==> src/rtl/accum_job_dispatcher_if.sv <==
// Signal bundle around the accumulator job dispatcher: job request stream,
// response stream, the accumulator go/done contract and the busy flag.
interface accum_job_dispatcher_if;
  logic [71:0] job_msg;
  logic        job_val;
  logic        job_rdy;
  logic [39:0] resp_msg;
  logic        resp_val;
  logic        resp_rdy;
  logic        accum_go;
  logic [31:0] accum_base_addr;
  logic [31:0] accum_size;
  logic        accum_done;
  logic [31:0] accum_result;
  logic        busy;

  // slave is the dispatcher; master is its environment (producer, consumer, accumulator)
  modport slave (
    input  job_msg, job_val, resp_rdy, accum_done, accum_result,
    output job_rdy, resp_msg, resp_val, accum_go, accum_base_addr, accum_size, busy
  );

  modport master (
    output job_msg, job_val, resp_rdy, accum_done, accum_result,
    input  job_rdy, resp_msg, resp_val, accum_go, accum_base_addr, accum_size, busy
  );
endinterface

==> src/rtl/accum_job_dispatcher.sv <==
// Buffers accumulator jobs in a small FIFO, runs one job at a time through the
// accumulator go/done contract and returns {opaque, result} on a val/rdy stream.
module accum_job_dispatcher #(
  parameter int unsigned JOBQ_ENTRIES = 2
) (
  input  logic                   clk,
  input  logic                   reset_n,
  accum_job_dispatcher_if.slave  bus
);

  localparam int unsigned PTR_W = (JOBQ_ENTRIES > 1) ? $clog2(JOBQ_ENTRIES) : 1;
  localparam int unsigned CNT_W = $clog2(JOBQ_ENTRIES + 1);

  typedef enum logic [1:0] {IDLE, GO, WAIT, RESP} state_e;

  state_e             state_q;
  logic [71:0]        mem_q [JOBQ_ENTRIES];
  logic [PTR_W-1:0]   wr_ptr_q, wr_ptr_d;
  logic [PTR_W-1:0]   rd_ptr_q, rd_ptr_d;
  logic [CNT_W-1:0]   count_q, count_d;
  logic [7:0]         opaque_q;
  logic [31:0]        base_q;
  logic [31:0]        size_q;
  logic [31:0]        result_q;
  logic               go_q;
  logic               resp_val_q;
  logic               full;
  logic               empty;
  logic               enq;
  logic               deq;
  logic [71:0]        head;

  function automatic logic [PTR_W-1:0] ptr_inc(input logic [PTR_W-1:0] p);
    return (p == PTR_W'(JOBQ_ENTRIES - 1)) ? '0 : p + PTR_W'(1);
  endfunction

  assign full  = (count_q == CNT_W'(JOBQ_ENTRIES));
  assign empty = (count_q == '0);
  assign enq   = bus.job_val && !full;
  assign deq   = (state_q == IDLE) && !empty;
  assign head  = mem_q[rd_ptr_q];

  always_comb begin
    wr_ptr_d = enq ? ptr_inc(wr_ptr_q) : wr_ptr_q;
    rd_ptr_d = deq ? ptr_inc(rd_ptr_q) : rd_ptr_q;
    count_d  = count_q;
    if (enq && !deq) begin
      count_d = count_q + CNT_W'(1);
    end else if (!enq && deq) begin
      count_d = count_q - CNT_W'(1);
    end
  end

  always_ff @(posedge clk or negedge reset_n) begin
    if (!reset_n) begin
      wr_ptr_q <= '0;
      rd_ptr_q <= '0;
      count_q  <= '0;
    end else begin
      wr_ptr_q <= wr_ptr_d;
      rd_ptr_q <= rd_ptr_d;
      count_q  <= count_d;
    end
  end

  // Storage needs no reset: an entry is only read after it has been written.
  always_ff @(posedge clk) begin
    if (enq) begin
      mem_q[wr_ptr_q] <= bus.job_msg;
    end
  end

  always_ff @(posedge clk or negedge reset_n) begin
    if (!reset_n) begin
      state_q    <= IDLE;
      opaque_q   <= '0;
      base_q     <= '0;
      size_q     <= '0;
      result_q   <= '0;
      go_q       <= 1'b0;
      resp_val_q <= 1'b0;
    end else begin
      go_q <= 1'b0;
      unique case (state_q)
        IDLE: begin
          if (!empty) begin
            opaque_q <= head[71:64];
            size_q   <= head[63:32];
            base_q   <= head[31:0];
            // Zero-length jobs never start the accumulator and report a zero sum.
            if (head[63:32] == 32'd0) begin
              result_q   <= '0;
              resp_val_q <= 1'b1;
              state_q    <= RESP;
            end else begin
              go_q    <= 1'b1;
              state_q <= GO;
            end
          end
        end
        GO: begin
          state_q <= WAIT;
        end
        WAIT: begin
          if (bus.accum_done) begin
            result_q   <= bus.accum_result;
            resp_val_q <= 1'b1;
            state_q    <= RESP;
          end
        end
        RESP: begin
          if (bus.resp_rdy) begin
            resp_val_q <= 1'b0;
            state_q    <= IDLE;
          end
        end
        default: begin
          state_q <= IDLE;
        end
      endcase
    end
  end

  assign bus.job_rdy         = !full;
  assign bus.resp_val        = resp_val_q;
  assign bus.resp_msg        = resp_val_q ? {opaque_q, result_q} : 40'd0;
  assign bus.accum_go        = go_q;
  assign bus.accum_base_addr = base_q;
  assign bus.accum_size      = size_q;
  assign bus.busy            = (state_q != IDLE) || !empty;

endmodule

==> src/flat_wrapper.sv <==
// flat-port wrapper written by rule: the top's interface ports become plain ports
module accum_job_dispatcher_flat 
#(
  parameter int unsigned JOBQ_ENTRIES = 2
)
  (clk, reset_n, bus_job_msg, bus_job_val, bus_resp_rdy, bus_accum_done, bus_accum_result, bus_job_rdy, bus_resp_msg, bus_resp_val, bus_accum_go, bus_accum_base_addr, bus_accum_size, bus_busy);
  accum_job_dispatcher_if bus_i ();
  input  logic clk;
  input  logic reset_n;
  input wire logic [$bits(bus_i.job_msg)-1:0] bus_job_msg;
  input wire logic [$bits(bus_i.job_val)-1:0] bus_job_val;
  input wire logic [$bits(bus_i.resp_rdy)-1:0] bus_resp_rdy;
  input wire logic [$bits(bus_i.accum_done)-1:0] bus_accum_done;
  input wire logic [$bits(bus_i.accum_result)-1:0] bus_accum_result;
  output wire logic [$bits(bus_i.job_rdy)-1:0] bus_job_rdy;
  output wire logic [$bits(bus_i.resp_msg)-1:0] bus_resp_msg;
  output wire logic [$bits(bus_i.resp_val)-1:0] bus_resp_val;
  output wire logic [$bits(bus_i.accum_go)-1:0] bus_accum_go;
  output wire logic [$bits(bus_i.accum_base_addr)-1:0] bus_accum_base_addr;
  output wire logic [$bits(bus_i.accum_size)-1:0] bus_accum_size;
  output wire logic [$bits(bus_i.busy)-1:0] bus_busy;
  assign bus_i.job_msg = bus_job_msg;
  assign bus_i.job_val = bus_job_val;
  assign bus_i.resp_rdy = bus_resp_rdy;
  assign bus_i.accum_done = bus_accum_done;
  assign bus_i.accum_result = bus_accum_result;
  assign bus_job_rdy = bus_i.job_rdy;
  assign bus_resp_msg = bus_i.resp_msg;
  assign bus_resp_val = bus_i.resp_val;
  assign bus_accum_go = bus_i.accum_go;
  assign bus_accum_base_addr = bus_i.accum_base_addr;
  assign bus_accum_size = bus_i.accum_size;
  assign bus_busy = bus_i.busy;
  accum_job_dispatcher #(.JOBQ_ENTRIES(JOBQ_ENTRIES)) u_core (.clk(clk), .reset_n(reset_n), .bus(bus_i));
endmodule
==> config.mk <==
export PLATFORM = sky130hd
export DESIGN_NAME = accum_job_dispatcher_flat
export DESIGN_NICKNAME = d
export VERILOG_FILES = /design/src/rtl/accum_job_dispatcher_if.sv /design/src/rtl/accum_job_dispatcher.sv /design/src/flat_wrapper.sv
export SDC_FILE = /design/constraint.sdc
export NUM_CORES = 1
export LEC_CHECK = 0
export BUFFER_PORTS_ARGS = -buffer_cell sky130_fd_sc_hd__buf_2
export CAP_MARGIN = 20
export CORE_MARGIN = 5
export CORE_UTILIZATION = 45
export DETAILED_ROUTE_END_ITERATION = 10
export PLACE_DENSITY = 0.8
export SYNTH_ARGS = -nofsm -noshare
export SYNTH_HDL_FRONTEND = slang
export SYNTH_SLANG_ARGS = --single-unit
==> constraint.sdc <==
create_clock -name clk -period 4.82 [get_ports clk]
set_input_delay 0.482 -clock clk [delete_from_list [all_inputs] [get_ports clk]]
set_output_delay 0.482 -clock clk [all_outputs]
set_load 0.02 [all_outputs]
* Word level (Yosys, flattened, before mapping)
Memory sizes are Yosys's and may differ from the RTL's.
Cells that the tools add are included.
** Operators by class
- Add/subtract/negate cells :: 4
- Equal/unequal tests :: 8
- Multiplexer cells :: 24
- Bitwise logic cells :: 1
- Reductions and logical operators :: 20
** Operators by type and width (number)
- $mux W32 :: 3
- $pmux W32 S2 :: 1
- $mux W40 :: 1
- $logic_not A32 Y1 :: 1
- $mux W2 :: 6
- $mux W1 :: 11
- $ne A2 B2 Y1 const B :: 4
- $pmux W2 S4 :: 1
- $eq A2 B2 Y1 const B :: 3
- $reduce_bool A2 Y1 :: 3
- $reduce_and A5 Y1 :: 1
- $logic_and A1 B1 Y1 :: 4
- $logic_not A1 Y1 :: 4
- $logic_not A2 Y1 :: 2
- $reduce_and A4 Y1 :: 1
- $pmux W1 S3 :: 1
- $reduce_and A3 Y1 :: 1
- $reduce_bool A3 Y1 :: 1
- $add A1 B1 Y1 const B :: 2
- $add A2 B1 Y2 const B :: 1
- $eq A2 B1 Y1 const B :: 1
- $reduce_and A2 Y1 :: 1
- $sub A2 B1 Y2 const B :: 1
- $logic_or A1 B1 Y1 :: 1
- $not A1 Y1 :: 1
** Word-level totals
- Register bits :: 112
- Bits in writable memories :: 144
- Input port bits :: 109
- Output and inout bits :: 108
- Logic and storage cells :: 68
- Memories :: 1
** Memory list
- u_core.mem_q :: depth 2, bits a word 72, rd ports 1, clocked after Yosys merged registers in 0, wr ports 1, line accum_job_dispatcher.sv:17 : logic [71:0] mem_q [JOBQ_ENTRIES];

* Logic depth before layout (Yosys ltp)
Gate-level depths: netlist (run 1).
- Depth after elaboration :: 7
- Mapped depth :: 10
- Mapped depth without buffers :: 7

* Worst setup path before layout (run 1)
OpenSTA, ideal clock, no wires.
- Path type :: reg-to-reg
- Start point :: reg u_core.count_q[0]
- End point :: mem u_core.mem_q[0][0], enable pin
- Library setup time :: 0.503 ns
- Arrival time :: 3.826 ns
- Required time :: 4.317 ns
- Path slack :: 0.491 ns
- Stages on the path, launching flop included :: 4
- Buffers on the path :: 0
- Clock period less this slack :: 4.329 ns
- Cells stage by stage :: dfrtp_1 > nand2b_1 > nand2_1 > nor2_1
** Between the ends
- Longest elaborated chain between the ends :: 5
** RTL lines
- from (decl) :: line accum_job_dispatcher.sv:20 : logic [CNT_W-1:0] count_q, count_d;
- from (signal assigned) :: line accum_job_dispatcher.sv:62 : count_q <= count_d;
- $eq A2 B2 Y1 :: line accum_job_dispatcher.sv:37 : assign full = (count_q == CNT_W'(JOBQ_ENTRIES));
- $logic_not A1 Y1
- net bus_job_rdy :: line flat_wrapper.sv:15 : output wire logic [$bits(bus_i.job_rdy)-1:0] bus_job_rdy;
- $logic_and A1 B1 Y1 :: line accum_job_dispatcher.sv:39 : assign enq = bus.job_val && !full;
- $mux W1 :: line accum_job_dispatcher.sv:68 : if (enq) begin
- $mux W1 (implied by the code) :: line accum_job_dispatcher.sv:69 : mem_q[wr_ptr_q] <= bus.job_msg;
- to (decl) :: line accum_job_dispatcher.sv:17
The timed path passes the listed nets, and every way through them passes these cells.

* Worst setup path in the final report (run 1)
- Start point :: reg u_core.rd_ptr_q
- End point :: reg u_core.result_q[11]
** Between the ends
- Longest elaborated chain between the ends :: 4
** RTL lines
- from (decl) :: line accum_job_dispatcher.sv:19 : logic [PTR_W-1:0] rd_ptr_q, rd_ptr_d;
- from (signal assigned) :: line accum_job_dispatcher.sv:61 : rd_ptr_q <= rd_ptr_d;
- $mem_v2 Z2 W72
- $logic_not A32 Y1 :: line accum_job_dispatcher.sv:91 : if (head[63:32] == 32'd0) begin
- $ne A2 B2 Y1 (no source line)
- $reduce_and A4 Y1 (no source line)
- to (signal assigned) :: line accum_job_dispatcher.sv:106 : result_q <= bus.accum_result;
- to (decl) :: line accum_job_dispatcher.sv:24 : logic [31:0] result_q;
No other way between the ends.
A chain may end at the register's enable or synchronous reset.

==> impl_results.md, run 1 <==
- Status: complete, no violations
- CTS Buf Count: 27
- Final Cycle Share: around 65%
- # port buffers: 216
- Detailed-route via count: 6,407
- Critical Path AT: 3.48 ns
- Setup WS pre-CTS: ~1.3 ns
- Top cell type's share of synthesized area: between 40% and 50%
- Leak: 0.00528 uW
- Fin util: 55.8%
- Power density over the cells: around 680 mW/mm^2
- Die Y: around 160 um
- Crit Path Class: reg -> reg
- RD Place Congestion: ~0.87
- Pint: 5190 uW
- Synth Cell Area: 0.00980 sq mm
- Met1 wire length: 9010 um
- R2R Setup Slk: 1.71 ns
- Final Hold Viols: 0
- Global-route wire length before repair: 34,700 um
- Clock Latency Late Sink: around 0.53 ns
- Post-Syn Area per Cell: around 14 sq um
- Commonest non-fill, non-tap cell in the layout: buf_2
- Cell family with most CP delay: compound AO/OA/AOI/OAI gates
- Resized cells post-CTS: 0
- Max Cap Violations: 0
- Post-DR wirelength/cell: 18.1 um
- CTS tree: built
- Largest cells by area after synthesis: edfxtp_1 44%, dfrtp_1 29%, mux2i_1 7.7%
- Slew headroom: 27.8%
- DR iter-0 viols: 462
- Slew Viols, Final: 0
- Post-CTS Setup Inserts: 0
- Share of the yosys chip area belonging to registers: slightly above 70%
- GRT Residual Overflow: 0
- Buf+Inv Stages, Crit Path: 2
- DIE WIDTH: 158 um
- Hold_sp: bus_job_msg[43]
- Cells after Synth: 716
- Worst-path clk slew: 0.07 ns
- Routed wire length: between 20,000 and 25,000 um
- Largest net degree at the start of global routing: 73
- Initial antenna violation count: 7
- Max Clk Rate: 0.321 GHz
- Setup TNS: 0 ns
- Worst path max stage delay: between 0.9 and 1 ns
- Layout cell share with drive strength beyond 1: ~29%
- CTS Sinks: roughly 260
- DRC Markers: 0
- H-Tree Depth: 1
- CTS Root Cell: clkbuf_16
- IO Pins: 217
- Multi-input gate area: 0.00236 sq mm
- Slew @ Worst Pin: 1.08 ns
- RR Startpoint: u_core.rd_ptr_q$_DFFE_PN0P_
- Worst IR Drop VDD: a little over 400 uV
- Startpoint Class: flip-flop
- Total Routing Usage GR: 17.6%
- CP cell instances: or4b_1 > o22a_1 > a21oi_2 > a21boi_2 > buf_4 > a211oi_4 > buf_16 > o22ai_1
- Switch Pwr: 3050 uW
- Hold WS: 0.133 ns
- CP endpoint kind: flip-flop
- DR top layer: met5
- Clock Power Share: between 20% and 30%
- Met3 WL post-DR: between 2000 and 2500 um
- Maximum clock insertion buffer count: 3
- Initial Utilization: 45.3%
- Final layout net count: 1,040
- Hold buffer count at CTS: 1
- Warnings, synthesis: 0
- Setup ws final: 1.71 ns
- HPWL after detailed placement: 14,700 um
- Count of different cell masters after synthesis: 31
- CORE AREA: roughly 0.022 sq mm
- RSZ-0062 raised after global routing: false
- Net Sw Frac: between 30 and 40%
- Drt pass-1 iters: 4
- Commonest non-fill, non-tap cells in the layout: 215 x buf_2, 144 x edfxtp_1, 111 x dfrtp_1, 75 x mux2i_1
- Slowest CP cell: dfrtp_4
- Worst min path class: in -> reg
- Overall power: around 8200 uW
- R2r endpoint: u_core.result_q[11]$_DFFE_PN0P_
- Final Critical Period: just over 3 ns
- Hold Path Sink: u_core.mem_q[0][43]$_DFFE_PP_
- Synth Register Bits: roughly 260
- Via density: 5.21
- Met2 WL: 10,600 um
- Yosys top cell by area: edfxtp_1
- Final setup vio count: 0
- # fillers: approximately 1,800
- Req. time, crit path: just over 5 ns
- Crit Path Max Fanout: 45
- Die area: 0.0248 sq mm
- Worst r2r path cells: 8
- Vias in the first global route: 6,666
- Syn Nets: 830
- Combinational power share: 33.4%
- P&R area growth vs syn: 23.0%
- Clk_skew: ~0.025 ns
- Register share of total power: 42.1%
- FF/Latch Area: 0.00713 sq mm
- Hold Path Cell Cnt: 1
- Site Rows: 54
- Antenna Violating Nets Remaining: 0
cells in the mapped netlist:
cell type,n
and2_1,9
nand2_1,74
a21boi_2,1
a211oi_4,1
xor2_1,2
nor2_1,39
ha_1,5
inv_1,38
o22ai_1,32
and3_1,1
buf_1,8
nor3_1,2
a21oi_2,1
a21oi_1,2
edfxtp_1,144
mux2i_1,75
nand4_1,35
nand2b_1,1
nor4_1,11
nor3b_1,1
a222oi_1,1
or4b_1,1
xnor2_1,3
or4_1,1
buf_6,3
nor4b_1,1
clkbuf_1,35
o22a_1,1
o21ai_0,75
dfrtp_1,112
a41oi_1,1
cell type report:
class                           count  area share [%]
Clock buffer                       35            6.02
Antenna cell                        3          0.0623
Clock inverter                     15            1.26
Inverter                           38            1.18
Multi-Input combinational cell    376            19.6
Sequential cell                   256            59.1
Timing Repair Buffer              227            9.86
Tap cell                          280            2.91
cells by family after synthesis:
family / after synthesis / synth area share [%]
adders and majority gates: 5 / 0.638
DFF: 256 / 72.7
xor gates and xnor gates: 5 / 0.447
muxes: 75 / 7.66
AOI/OAI and AO/OA: 115 / 6.67
and+or+nand+nor: 176 / 8.41
buffers and inverters: 84 / 3.45
sequential cells by signal, indices dropped and copies added (netlist names):
name	count
u_core.rd_ptr_q	1
u_core.result_q	32
u_core.mem_q	144
u_core.bus.accum_size	32
u_core.opaque_q	8
u_core.bus.accum_base_addr	32
u_core.bus.resp_val	1
u_core.count_q	2
u_core.state_q	2
u_core.wr_ptr_q	1
u_core.bus.accum_go	1
layer usage:
layer	up-vias	track usage (%)
li1	3007	-
met2	249	29.4
met1	3100	22.4
met4	10	4.67
met3	41	5.66
met5	-	0
through the flow:
step / instances / instance area [sq um]
floorplan: 716 / 9800
global placement: 1175 / 11100
global route: 1229 / 12100
CTS: 1226 / 12000
finish: 1230 / 12100
detailed placement: 1175 / 11100
power groups by stage:
stage | registers (uW) | logic (uW) | clock network [uW]
after detailed placement | 3510 | 2740 | 0
after global routing | 3550 | 3050 | 2170
after global placement | 3480 | 2650 | 0
final | 3470 | 2750 | 2020
after floorplan | 3690 | 1640 | 0
after CTS | 3480 | 2750 | 2070
worst reg2reg max path, stage by stage, from the launching register on:
cell and delay (ns):
dfrtp_4 0.91, or4b_1 0.53, o22a_1 0.20, a21oi_2 0.14
a21boi_2 0.07, buf_4 0.26, a211oi_4 0.49, buf_16 0.23
o22ai_1 0.12
how the worst max path moves through the flow:
stage,endpoint,from,depth (start not counted)
2_1_floorplan,u_core.mem_q[0][0]$_DFFE_PP_,u_core.count_q[0]$_DFFE_PN0P_,3
3_3_place_gp,u_core.result_q[3]$_DFFE_PN0P_,u_core.rd_ptr_q$_DFFE_PN0P_,7
3_5_place_dp,u_core.result_q[11]$_DFFE_PN0P_,u_core.rd_ptr_q$_DFFE_PN0P_,7
4_1_cts,u_core.result_q[26]$_DFFE_PN0P_,u_core.rd_ptr_q$_DFFE_PN0P_,7
5_1_grt,u_core.result_q[26]$_DFFE_PN0P_,u_core.rd_ptr_q$_DFFE_PN0P_,8
6_report,u_core.result_q[11]$_DFFE_PN0P_,u_core.rd_ptr_q$_DFFE_PN0P_,8
Power figures use the tool's default switching activity.
==> run 2, diff against run 1 <==
==> constraint.sdc (replaced) <==
create_clock -name clk -period 2.88 [get_ports clk]
set_input_delay 0.288 -clock clk [delete_from_list [all_inputs] [get_ports clk]]
set_output_delay 0.288 -clock clk [all_outputs]
set_load 0.02 [all_outputs]
==> run 2 against run 1 <==
Effect of this change: sequential share of layout area is 3.7 points lower; power is 69% higher; global-route usage is 0.75 points higher; worst hold slack worse by 0.086 ns; non-clock buffer count is 76 higher; combinational power is 75% higher; critical path type is now reg -> out; critical endpoint is now bus_resp_msg[26].
==> impl_results.md, run 2 (synthesis gave the netlist of run 1 again) <==
- Die Y: 158 um
- Layout cell share with drive strength beyond 1: 27.2%
- Global-route wire length before repair: 36,400 um
- Critical Path AT: approximately 2.2 ns
- Die area: 0.0248 sq mm
- Drt pass-1 iters: 5
- Worst IR Drop VDD: 637 uV
- RSZ-0062 raised after global routing: false
- Power density over the cells: roughly 1100 mW/mm^2
- Largest net degree at the start of global routing: 86
- Startpoint Class: flip-flop
- GRT Residual Overflow: 0
- Worst min path class: in -> reg
- Vias in the first global route: 6,974
- Largest register FFs: roughly 140
- Initial Utilization: a little under half
- H-Tree Depth: 1
- Clock Latency Late Sink: 0.53 ns
- Max Clk Rate: approximately 0.41 GHz
- CTS tree: built
- DR iter-0 viols: 419
- Commonest non-fill, non-tap cells in the layout: 215 x buf_2, 144 x edfxtp_1, 111 x dfrtp_1, 75 x mux2i_1
- Via density: ~5.1
- Setup TNS: 0 ns
- Hold Path Cell Cnt: 3
- Slew Viols, Final: 0
- Req. time, crit path: 2.59 ns
- Fin util: between 50% and 60%
- P&R area growth vs syn: 31.2%
- Antenna Violating Nets Remaining: 0
- RR Startpoint: u_core.rd_ptr_q$_DFFE_PN0P_
- Total Routing Usage GR: 18.4%
- R2R Setup Slk: 0.45 ns
- Final setup vio count: 0
- Leak: 0.00562 uW
- CP endpoint kind: output pin
- Crit Path Max Fanout: 33
- Post-DR wirelength/cell: 17.6 um
- Slew headroom: 36.3%
- Post-CTS Setup Inserts: 0
- Maximum clock insertion buffer count: 3
- Worst r2r path cells: 7
- Site Rows: 54
- DRC Markers: 0
- Initial antenna violation count: 1
- CTS Sinks: ~260
- Final layout net count: 1,116
- Status: complete, no violations
- Slew @ Worst Pin: 0.956 ns
- IO Pins: 217
- HPWL after detailed placement: 14,600 um
- DIE WIDTH: 158 um
- Hold_sp: bus_accum_result[2]
- Final Critical Period: 2.46 ns
- Detailed-route via count: roughly 6,700
- Worst-path clk slew: 0.06 ns
- # port buffers: 216
- Commonest non-fill, non-tap cell in the layout: buf_2
- Hold Path Sink: u_core.result_q[2]$_DFFE_PN0P_
- Crit Path Class: reg -> out
- Final Hold Viols: 0
- Clk_skew: 0.0135 ns
- CORE AREA: 0.0216 sq mm
- RD Place Congestion: 0.834
- CTS Root Cell: clkbuf_16
- Final Cycle Share: roughly 85%
- Reg with most FFs: u_core.mem_q
- Routed wire length: 23,000 um
- Max Cap Violations: 0
- CTS Buf Count: 27
- R2r endpoint: u_core.result_q[4]$_DFFE_PN0P_
[run 2: layout make-up]
type | instances | area (sq um)
fillers | 1695 | 8760
multi-input cells | 376 | 2360
clock buffers | 39 | 781
inverters | 38 | 143
diodes | 3 | 7.51
clock inverters | 11 | 116
flip-flops and latches | 256 | 7130
repair buffers | 303 | 1970
well taps | 280 | 350
[run 2: worst max-delay path: stages, from the launching register on]
cell	delay (ns)
dfrtp_1	0.50
inv_1	0.75
nor2_1	0.17
buf_2	0.21
[run 2: per-stage QoR]
stage               power, uW  setup slack [ns]  cells  hold WS [ns]  instance area [sq um]
detailed placement      10500             0.502   1180         0.333                  11200
global placement        10300             0.554   1180         0.336                  11200
finish                  14000             0.425   1306        0.0472                  12900
floorplan                8900             0.544    716      -0.00759                   9810
global route            14800             0.218   1304        0.0313                  12900
CTS                     14100             0.387   1303        0.0208                  12800
[run 2: what timing repair did]
| item | CTS | global route |
|---|---|---|
| resized for setup | 0 | 0 |
| hold buffers | 73 | 0 |
| endpoints found under the hold margin | 186 | 0 |
[run 2: worst max-delay path by stage]
stage	to	cells past startpoint	slack, ns	start
after CTS	bus_resp_msg[24]	3	0.39	u_core.bus.resp_val$_DFFE_PN0P_
after floorplan	u_core.mem_q[0][0]$_DFFE_PP_	3	0.54	u_core.count_q[0]$_DFFE_PN0P_
after global placement	u_core.result_q[5]$_DFFE_PN0P_	7	0.55	u_core.rd_ptr_q$_DFFE_PN0P_
final	bus_resp_msg[26]	3	0.42	u_core.bus.resp_val$_DFFE_PN0P_
after global routing	bus_resp_msg[26]	3	0.22	u_core.bus.resp_val$_DFFE_PN0P_
after detailed placement	u_core.result_q[4]$_DFFE_PN0P_	7	0.50	u_core.rd_ptr_q$_DFFE_PN0P_
[run 2: report_power, final]
group / internal (uW) / leakage (uW) / total [uW] / switching [uW]
Clock: 2060 / 0.000445 / 3440 / 1370
Combinational: 1660 / 0.00243 / 4810 / 3150
Sequential: 5140 / 0.00275 / 5700 / 554
Total: 8870 / 0.00562 / 14000 / 5080
[run 2: layer usage]
layer | part of all wire [%] | vias up | track usage (%)
met5 | 0 | - | 0
li1 | - | 3167 | -
met1 | 39 | 3191 | 22.5
met3 | 8.5 | 51 | 4.02
met4 | 3.5 | 0 | 6.43
met2 | 49 | 297 | 32.3
==> run 3, diff against run 2 <==
--- a/config.mk
+++ b/config.mk
@@ -5,7 +5,7 @@
 export SDC_FILE = /design/constraint.sdc
 export NUM_CORES = 1
 export LEC_CHECK = 0
-export BUFFER_PORTS_ARGS = -buffer_cell sky130_fd_sc_hd__buf_2
+export BUFFER_PORTS_ARGS = -buffer_cell sky130_fd_sc_hd__buf_4
 export CAP_MARGIN = 20
 export CORE_MARGIN = 5
 export CORE_UTILIZATION = 45
==> run 3 against run 2 <==
Effect of this change: via count rose by 0.30%; utilization rose by 2.3 points; design area rose by 3.8%.
==> impl_results.md, run 3 (synthesis gave the netlist of run 1 again) <==
- Worst-path clk slew: 0.06 ns
- Net Sw Frac: 36.5%
- Largest register FFs: between 100 and 150
- RD Place Congestion: 0.816
- CORE AREA: 0.0216 sq mm
- Drt pass-1 iters: 5
- Setup WS pre-CTS: 0.459 ns
- Detailed-route via count: between 6,000 and 7,000
- Total Routing Usage GR: 19.1%
- Crit Path Class: reg -> out
- CTS Buf Count: 27
- Final layout net count: 1,117
- Worst IR Drop VDD: 678 uV
- Combinational power share: between 30% and 40%
- Site Rows: 54
- HPWL after detailed placement: 15,200 um
- Vias in the first global route: 7,026
- Hold WS: 0.0406 ns
- Critical Path AT: 2.24 ns
- Req. time, crit path: 2.59 ns
- Status: complete, no violations
- Commonest non-fill, non-tap cell in the layout: buf_4
- Overall power: 14,400 uW
- Routed wire length: 23,900 um
- RSZ-0062 raised after global routing: false
- Clk_skew: 0.0255 ns
- Largest net degree at the start of global routing: 76
- Max Clk Rate: about 0.40 GHz
- Resized cells post-CTS: 0
- Switch Pwr: 5240 uW
- Worst path max stage delay: about 0.76 ns
- Final setup vio count: 0
- Die Y: approximately 160 um
- Hold buffer count at CTS: 73
- # port buffers: approximately 220
- Max Cap Violations: 0
- Setup TNS: 0 ns
- Setup ws final: 0.356 ns
- Final Hold Viols: 0
- Maximum clock insertion buffer count: 3
- CP endpoint kind: output pin
- DR iter-0 viols: 477
- Die area: roughly 0.025 sq mm
- Final Cycle Share: 87.6%
- CTS tree: built
- Buf+Inv Stages, Crit Path: 2
- GRT Residual Overflow: 0
- Via density: 5.16
- Global-route wire length before repair: 37,700 um
- Antenna Violating Nets Remaining: 0
- DRC Markers: 0
- Slowest CP cell: inv_1
- CP cell instances: inv_1 > nor2_1 > buf_4
- Initial antenna violation count: 1
- IO Pins: around 220
- CTS Sinks: 256
- Worst min path class: in -> reg
- Leak: 0.00574 uW
- Pint: 9110 uW
- Startpoint Class: flip-flop
- Post-CTS Setup Inserts: 0
- Power density over the cells: ~1100 mW/mm^2
- Commonest non-fill, non-tap cells in the layout: 228 x buf_4, 144 x edfxtp_1, 111 x dfrtp_1, 75 x mux2i_1
- Slew headroom: 35.8%
- CTS Root Cell: clkbuf_16
- Crit Path Max Fanout: 33
- Register share of total power: 40.1%
- Clock Power Share: 23.3%
- Reg with most FFs: u_core.mem_q
- Final Critical Period: about 2.5 ns
- Cell family with most CP delay: buffers and inverters
- Slew Viols, Final: 0
- DIE WIDTH: 158 um
- Placed cell area: roughly 0.012 sq mm
- Slew @ Worst Pin: 0.962 ns
- Layout cell share with drive strength beyond 1: 27.3%
- H-Tree Depth: 1
- Initial Utilization: between 40% and 50%
- Clock Latency Late Sink: roughly 0.54 ns
- P&R area growth vs syn: 36.2%
- # fillers: 1,598
- Post-route cell area: 0.0133 sq mm
- Post-DR wirelength/cell: 18.3 um
-- run 3: changes by cell type in the layout (fill, tap and decap cells not counted), sizes merged --
cell / before / now
buf: 230 / 231
diode: 3 / 1
clkbuf: 39 / 35
clkinvlp: 0 / 1
clkinv: 8 / 10
-- run 3: worst paths after layout --
kind | startpoint | endpoint | slack (ns) | depth (start not counted)
max | u_core.bus.resp_val$_DFFE_PN0P_ | bus_resp_msg[26] | 0.36 | 3
min | bus_accum_result[22] | u_core.result_q[22]$_DFFE_PN0P_ | 0.04 | 3
max reg2reg | u_core.rd_ptr_q$_DFFE_PN0P_ | u_core.result_q[27]$_DFFE_PN0P_ | 0.41 | 7
min reg2reg | u_core.opaque_q[0]$_DFFE_PN0P_ | u_core.opaque_q[0]$_DFFE_PN0P_ | 0.48 | 2
max in group asynchronous | reset_n | u_core.bus.accum_base_addr[7]$_DFFE_PN0P_ | 1.74 | 3
min in group asynchronous | reset_n | u_core.bus.accum_size[19]$_DFFE_PN0P_ | 0.32 | 2
-- run 3: power groups by stage --
stage / combinational, uW / sequential [uW] / clock [uW]
global placement: 5020 / 5750 / 0
floorplan: 2760 / 6150 / 0
global route: 5700 / 5890 / 3610
detailed placement: 5180 / 5800 / 0
finish: 5250 / 5760 / 3350
CTS: 5270 / 5750 / 3410
-- run 3: per-stage QoR --
stage / instances / util (%)
6_report: 1304 / 61.7
5_1_grt: 1304 / 61.7
4_1_cts: 1303 / 61.7
3_5_place_dp: 1181 / 54.4
3_3_place_gp: 1181 / 54.4
2_1_floorplan: 716 / -
-- run 3: layout make-up --
| cell class | count | area, sq um | area share, % |
|---|---|---|---|
| antenna | 1 | 2.50 | 0.0188 |
| clock buffer | 35 | 706 | 5.29 |
| clock inverter | 14 | 153 | 1.14 |
| inverter | 38 | 143 | 1.07 |
| multi-input combinational | 376 | 2360 | 17.7 |
| sequential | 256 | 7130 | 53.4 |
| tap | 280 | 350 | 2.63 |
| timing repair buffer | 304 | 2500 | 18.8 |
-- run 3: routing by layer --
| metal | GRT usage, % | wire length (um) | vias to the layer above |
|---|---|---|---|
| met5 | 0 | 0 | - |
| met4 | 4.88 | 509 | 0 |
| met3 | 4.54 | 2090 | 46 |
| met2 | 33.3 | 12100 | 277 |
| met1 | 24.1 | 9260 | 3233 |
| li1 | - | - | 3170 |
-- run 3: worst min-delay path: cells and delay by family --
family          cells  cell delay (ns)
compound gates      1             0.07
buf+inv             1             0.11
simple gates        1             0.07
